==> config.mk <==
export PLATFORM = sky130hd
export DESIGN_NAME = if_id_decode
export DESIGN_NICKNAME = d
export VERILOG_FILES = /design/src/rtl/mmips_pkg.sv /design/src/rtl/main_ctrl_decode.sv /design/src/rtl/if_id_decode.sv
export SDC_FILE = /design/constraint.sdc
export NUM_CORES = 1
export LEC_CHECK = 0
export CORE_MARGIN = 3
export CORE_UTILIZATION = 39
export CTS_CLUSTER_SIZE = 10
export DETAILED_ROUTE_END_ITERATION = 7
export HOLD_SLACK_MARGIN = 0.15
export PLACE_DENSITY = 0.81
export SYNTH_ARGS = -nofsm -noshare
export SYNTH_HDL_FRONTEND = slang
export SYNTH_HIERARCHICAL = 1
export SYNTH_SLANG_ARGS = --single-unit
export TNS_END_PERCENT = 1
==> constraint.sdc <==
create_clock -name clk -period 3.5 [get_ports clk]
set_clock_uncertainty 0.05 [all_clocks]
set_input_delay 0.7 -clock clk [delete_from_list [all_inputs] [get_ports clk]]
set_output_delay 0.7 -clock clk [all_outputs]
set_load 0.01 [all_outputs]
==> src/rtl/mmips_pkg.sv <==
`default_nettype none
// ============================================================================
// mmips_pkg : opcode/funct constants, ALU-op codes and control bundle type
// Rev 1.0
// ============================================================================
package mmips_pkg;

    localparam logic [5:0] OP_RTYPE = 6'b000000;
    localparam logic [5:0] OP_J     = 6'b000010;
    localparam logic [5:0] OP_JAL   = 6'b000011;
    localparam logic [5:0] OP_BEQ   = 6'b000100;
    localparam logic [5:0] OP_BNE   = 6'b000101;
    localparam logic [5:0] OP_ADDI  = 6'b001000;
    localparam logic [5:0] OP_ADDIU = 6'b001001;
    localparam logic [5:0] OP_SLTI  = 6'b001010;
    localparam logic [5:0] OP_ANDI  = 6'b001100;
    localparam logic [5:0] OP_ORI   = 6'b001101;
    localparam logic [5:0] OP_XORI  = 6'b001110;
    localparam logic [5:0] OP_LUI   = 6'b001111;
    localparam logic [5:0] OP_LW    = 6'b100011;
    localparam logic [5:0] OP_SW    = 6'b101011;

    localparam logic [5:0] FN_JR    = 6'b001000;

    localparam logic [1:0] ALUOP_ADD   = 2'b00;
    localparam logic [1:0] ALUOP_SUB   = 2'b01;
    localparam logic [1:0] ALUOP_FUNCT = 2'b10;
    localparam logic [1:0] ALUOP_LOGIC = 2'b11;

    // sll $0,$0,0
    localparam logic [31:0] NOP_WORD_DEFAULT = 32'h0000_0000;

    typedef struct packed {
        logic       signextend;
        logic       regdst;
        logic       alusrc;
        logic       memread;
        logic       memwrite;
        logic       memtoreg;
        logic       regwrite;
        logic       branch;
        logic       jump;
        logic [1:0] aluop;
        logic       illegal;
    } ctrl_t;

    localparam ctrl_t CTRL_NONE = '0;

endpackage : mmips_pkg
`default_nettype wire

==> src/rtl/main_ctrl_decode.sv <==
`default_nettype none
// ============================================================================
// main_ctrl_decode : combinational opcode/funct to control-bundle decoder
// Rev 1.0
// ============================================================================
module main_ctrl_decode
    import mmips_pkg::*;
(
    input  logic [5:0] opcode_i,
    input  logic [5:0] funct_i,
    output ctrl_t      ctrl_o
);

    always_comb begin
        ctrl_o = CTRL_NONE;
        case (opcode_i)
            OP_RTYPE: begin
                ctrl_o.regdst   = 1'b1;
                ctrl_o.regwrite = 1'b1;
                ctrl_o.aluop    = ALUOP_FUNCT;
                if (funct_i == FN_JR) begin
                    ctrl_o.regwrite = 1'b0;
                    ctrl_o.jump     = 1'b1;
                end
            end
            OP_LW: begin
                ctrl_o.alusrc     = 1'b1;
                ctrl_o.memread    = 1'b1;
                ctrl_o.memtoreg   = 1'b1;
                ctrl_o.regwrite   = 1'b1;
                ctrl_o.aluop      = ALUOP_ADD;
                ctrl_o.signextend = 1'b1;
            end
            OP_SW: begin
                ctrl_o.alusrc     = 1'b1;
                ctrl_o.memwrite   = 1'b1;
                ctrl_o.aluop      = ALUOP_ADD;
                ctrl_o.signextend = 1'b1;
            end
            OP_BEQ, OP_BNE: begin
                ctrl_o.branch     = 1'b1;
                ctrl_o.aluop      = ALUOP_SUB;
                ctrl_o.signextend = 1'b1;
            end
            OP_ADDI, OP_ADDIU, OP_SLTI: begin
                ctrl_o.alusrc     = 1'b1;
                ctrl_o.regwrite   = 1'b1;
                ctrl_o.aluop      = ALUOP_ADD;
                ctrl_o.signextend = 1'b1;
            end
            // Logical immediates and lui zero-extend their operand
            OP_ANDI, OP_ORI, OP_XORI, OP_LUI: begin
                ctrl_o.alusrc   = 1'b1;
                ctrl_o.regwrite = 1'b1;
                ctrl_o.aluop    = ALUOP_LOGIC;
            end
            OP_J: begin
                ctrl_o.jump = 1'b1;
            end
            OP_JAL: begin
                ctrl_o.jump     = 1'b1;
                ctrl_o.regwrite = 1'b1;
            end
            default: begin
                ctrl_o.illegal = 1'b1;
            end
        endcase
    end

endmodule : main_ctrl_decode
`default_nettype wire

==> src/rtl/if_id_decode.sv <==
`default_nettype none
// ============================================================================
// if_id_decode : IF/ID pipeline register with registered field/control decode
// Rev 1.0
// ============================================================================
module if_id_decode
    import mmips_pkg::*;
#(
    parameter logic [31:0] RESET_PC = 32'h0000_0000,
    parameter logic [31:0] NOP_WORD = NOP_WORD_DEFAULT
) (
    input  logic        clk,
    input  logic        rst,
    input  logic [31:0] instr_in,
    input  logic [31:0] pc_in,
    input  logic        in_valid,
    input  logic        stall,
    input  logic        flush,
    output logic [31:0] instr_out,
    output logic [31:0] pc_out,
    output logic        out_valid,
    output logic [5:0]  opcode,
    output logic [4:0]  rs,
    output logic [4:0]  rt,
    output logic [4:0]  rd,
    output logic [4:0]  shamt,
    output logic [5:0]  funct,
    output logic [15:0] imm16,
    output logic [25:0] target26,
    output logic        signextend,
    output logic        regdst,
    output logic        alusrc,
    output logic        memread,
    output logic        memwrite,
    output logic        memtoreg,
    output logic        regwrite,
    output logic        branch,
    output logic        jump,
    output logic [1:0]  aluop,
    output logic        illegal
);

    ctrl_t       dec_ctrl;
    logic [31:0] instr_d, instr_q;
    logic [31:0] pc_d,    pc_q;
    logic        valid_d, valid_q;
    ctrl_t       ctrl_d,  ctrl_q;

    main_ctrl_decode u_main_ctrl_decode (
        .opcode_i (instr_in[31:26]),
        .funct_i  (instr_in[5:0]),
        .ctrl_o   (dec_ctrl)
    );

    // flush > stall > load; a bubble leaves pc untouched
    always_comb begin
        instr_d = instr_q;
        pc_d    = pc_q;
        valid_d = valid_q;
        ctrl_d  = ctrl_q;
        if (flush || (!stall && !in_valid)) begin
            instr_d = NOP_WORD;
            valid_d = 1'b0;
            ctrl_d  = CTRL_NONE;
        end else if (!stall) begin
            instr_d = instr_in;
            pc_d    = pc_in;
            valid_d = 1'b1;
            ctrl_d  = dec_ctrl;
        end
    end

    always_ff @(posedge clk or posedge rst) begin
        if (rst) begin
            instr_q <= NOP_WORD;
            pc_q    <= RESET_PC;
            valid_q <= 1'b0;
            ctrl_q  <= CTRL_NONE;
        end else begin
            instr_q <= instr_d;
            pc_q    <= pc_d;
            valid_q <= valid_d;
            ctrl_q  <= ctrl_d;
        end
    end

    assign instr_out  = instr_q;
    assign pc_out     = pc_q;
    assign out_valid  = valid_q;

    assign opcode     = instr_q[31:26];
    assign rs         = instr_q[25:21];
    assign rt         = instr_q[20:16];
    assign rd         = instr_q[15:11];
    assign shamt      = instr_q[10:6];
    assign funct      = instr_q[5:0];
    assign imm16      = instr_q[15:0];
    assign target26   = instr_q[25:0];

    assign signextend = ctrl_q.signextend;
    assign regdst     = ctrl_q.regdst;
    assign alusrc     = ctrl_q.alusrc;
    assign memread    = ctrl_q.memread;
    assign memwrite   = ctrl_q.memwrite;
    assign memtoreg   = ctrl_q.memtoreg;
    assign regwrite   = ctrl_q.regwrite;
    assign branch     = ctrl_q.branch;
    assign jump       = ctrl_q.jump;
    assign aluop      = ctrl_q.aluop;
    assign illegal    = ctrl_q.illegal;

endmodule : if_id_decode
`default_nettype wire

==> metrics.txt <==
# Post-CTS Setup Buffers 0; Resize count post-CTS 0; post-synthesis async set-or-reset flop share between 90% and 100%; die area 0.0115 mm2; sequential fraction of the synthesis area between 40% and 50%; Rows 36; buffers plus inverters on the worst setup path 1; Initial Util between 40% and 50%; CP Max Fanout 14; clk buf depth 2; VDD IR-drop max between 0.3 and 0.4 mV; CTS Buf Count 9; Post-synth EDFFs 0; Critical path origin instr_in[27]; Area contributors post-synth dfrtp_1 48%, buf_4 14%, nand3b_1 8.7%, mux2_2 7.9%, a21oi_1 6.0%; Worst R2R Setup Slack about 2.7 ns; fin cells roughly 650; fin crit period approximately 2.2 ns; # clock sinks 77; Cells after Synth ~380; mapped cell area roughly 0.004 mm2; CP startpoint kind input pin; root buffer cell clkbuf_8; final setup violation count 0; CP max stage delay ~0.66 ns; CP delay by family, top simple AND/OR/NAND/NOR gates; crit path capture type flop; largest net degree at the start of global routing 90; Hold Path Class flop to flop; area delta synth->final 47.9%; final WL about 10 mm; H-tree levels 3; die width 107 um; TritonCTS clock tree built; first-pass GRT wire length 16.2 mm; initial antenna violation count 0; gp weighted congestion between 0.7 and 0.8; routed wire length per instance 16.1 um; remaining antenna violation count 0; Reg power frac around 43%; Combinational Power Share between 20% and 30%; syn avg cell area between 10 and 15 um2; Crit-path slowest cell clkdlybuf4s50_1; worst-margin pin slew approximately 0.86 ns; power per cell area between 400 and 500 mW/mm2; Clock Latency Late Sink about 0.34 ns; Int Power between 1.5 and 2 mW; Max Clock Freq approximately 460 MHz; CP Depth 6; Worst-path clk slew approximately 0.080 ns; # fillers between 800 and 900; clock power share about a third; GR Overflow Total 0; worst path required time around 3.7 ns; Pre-Repair DR Iteration Count 4; number of synthesized register bits 77; diode count 0; Iter 0 DRT Violations around 110; DRC Markers 0; P_sw slightly below 600 uW; run status completed; hpwl dp about 7.7 mm; worst-path cell chain clkdlybuf4s50_1 -> nand2b_1 -> or3_1 -> a31oi_1 -> nand3b_1 -> a21oi_1; Rel. slew slack 42.5%; crit path DAT 2.38 ns; Setup TNS Final 0 ns; final hold viol count 0; top_reg_cell synth dfrtp_1; vias per inst 4.83; Worst setup endpoint signextend; fin nets approximately 600; worst reg-to-reg path cell count 1; Synthesized Nets about 450; Sw Ratio between 20% and 30%; vias in the first global route between 3,000 and 4,000; height of the die between 100 and 150 um; Cell Count Post-Placement approximately 640; routed vias between 3,000 and 4,000; core area just under 0.01 mm2; I/O Buffers approximately 220; period utilization between 60% and 70%; top cell type's share of synthesized area 48.3%; Max-cap violations 0; RR Startpoint pc_out[8]; most frequent cells in the layout 216 x clkdlybuf4s50_1, 77 x dfrtp_1, 48 x a21oi_1, 47 x nand2_1, 46 x nand3b_1; Final Max Tran Viols 0; post-synth top area cell dfrtp_1; critical path class input pin to flop; commonest non-fill, non-tap cell in the layout clkdlybuf4s50_1; Overall Global Routing Usage between 10% and 20%; RSZ-0062 raised after global routing no; Cell variety after synth 33; Synth Warn # 6; worst flop-to-flop path endpoint pc_out[8]; Ports 220; Leak around 2.3 nW; hold_buf cts 0; layout cell share with drive strength beyond 1 roughly 11%
==> power by group through the flow <==
| stage | Combinational, mW | Sequential, mW | Clock, mW |
|---|---|---|---|
| detailed placement | 0.566 | 1.04 | 0 |
| global placement | 0.554 | 1.04 | 0 |
| CTS | 0.567 | 1.03 | 0.829 |
| finish | 0.558 | 1.02 | 0.793 |
| global route | 0.594 | 1.04 | 0.862 |
| floorplan | 0.219 | 1.08 | 0 |
==> kinds of logic after synthesis <==
| logic type | Yosys count | synth area share [%] |
|---|---|---|
| compound gates | 55 | 7.30 |
| mux | 33 | 9.28 |
| xor+xnor | 1 | 0.219 |
| flops | 77 | 48.3 |
| buf+inv | 105 | 17.8 |
| simple gates | 112 | 17.1 |
==> per-stage QoR <==
stage | instance area, um2 | power [mW] | worst slack [ns] | hold slack, ns | util, %
5_1_grt | 5900 | 2.49 | 1.22 | 0.450 | 59.9
2_1_floorplan | 3990 | 1.30 | 0.783 | 0.479 | -
3_5_place_dp | 5670 | 1.61 | 0.977 | 0.425 | 57.4
4_1_cts | 5900 | 2.42 | 1.34 | 0.444 | 59.9
3_3_place_gp | 5670 | 1.59 | 1.04 | 0.418 | 57.4
6_report | 5900 | 2.37 | 1.32 | 0.441 | 59.9
==> cells in the mapped netlist (2+ instances only) <==
| cell | instances |
|---|---|
| mux2_2 | 28 |
| o211ai_1 | 2 |
| clkbuf_1 | 17 |
| a21oi_1 | 48 |
| nor3b_1 | 2 |
| buf_2 | 8 |
| buf_6 | 3 |
| nand3b_1 | 46 |
| nor4_2 | 2 |
| nor3_1 | 2 |
| dfrtp_1 | 77 |
| nor4_1 | 2 |
| mux2_1 | 4 |
| buf_4 | 76 |
| nand2_1 | 47 |
| nor2b_1 | 2 |
==> layer usage <==
metal	vias up	track usage, %	part of all wire (%)
met1	1536	20.9	38
li1	1482	-	-
met2	121	32.3	54
met5	-	0	0
met3	12	4.39	7.0
met4	0	5.11	1.5
==> area by class of cell <==
| class | instances | area (um2) | area share (%) |
|---|---|---|---|
| clock buffers | 10 | 128 | 2.16 |
| multi-input cells | 201 | 1350 | 22.9 |
| well taps | 133 | 166 | 2.82 |
| clock inverters | 6 | 111 | 1.89 |
| inverters | 1 | 5.00 | 0.0848 |
| repair buffers | 224 | 2210 | 37.5 |
| flip-flops and latches | 77 | 1930 | 32.6 |
==> worst min-delay path by stage <==
stage	startpoint	endpoint	slack, ns	cells after the start
2_1_floorplan	pc_out[11]	pc_out[11]	0.48	1
3_3_place_gp	pc_out[3]	pc_out[3]	0.42	1
3_5_place_dp	pc_out[3]	pc_out[3]	0.43	1
4_1_cts	pc_out[3]	pc_out[3]	0.44	1
5_1_grt	pc_out[3]	pc_out[3]	0.45	1
6_report	pc_out[3]	pc_out[3]	0.44	1
(Power assumes the default switching activity.)
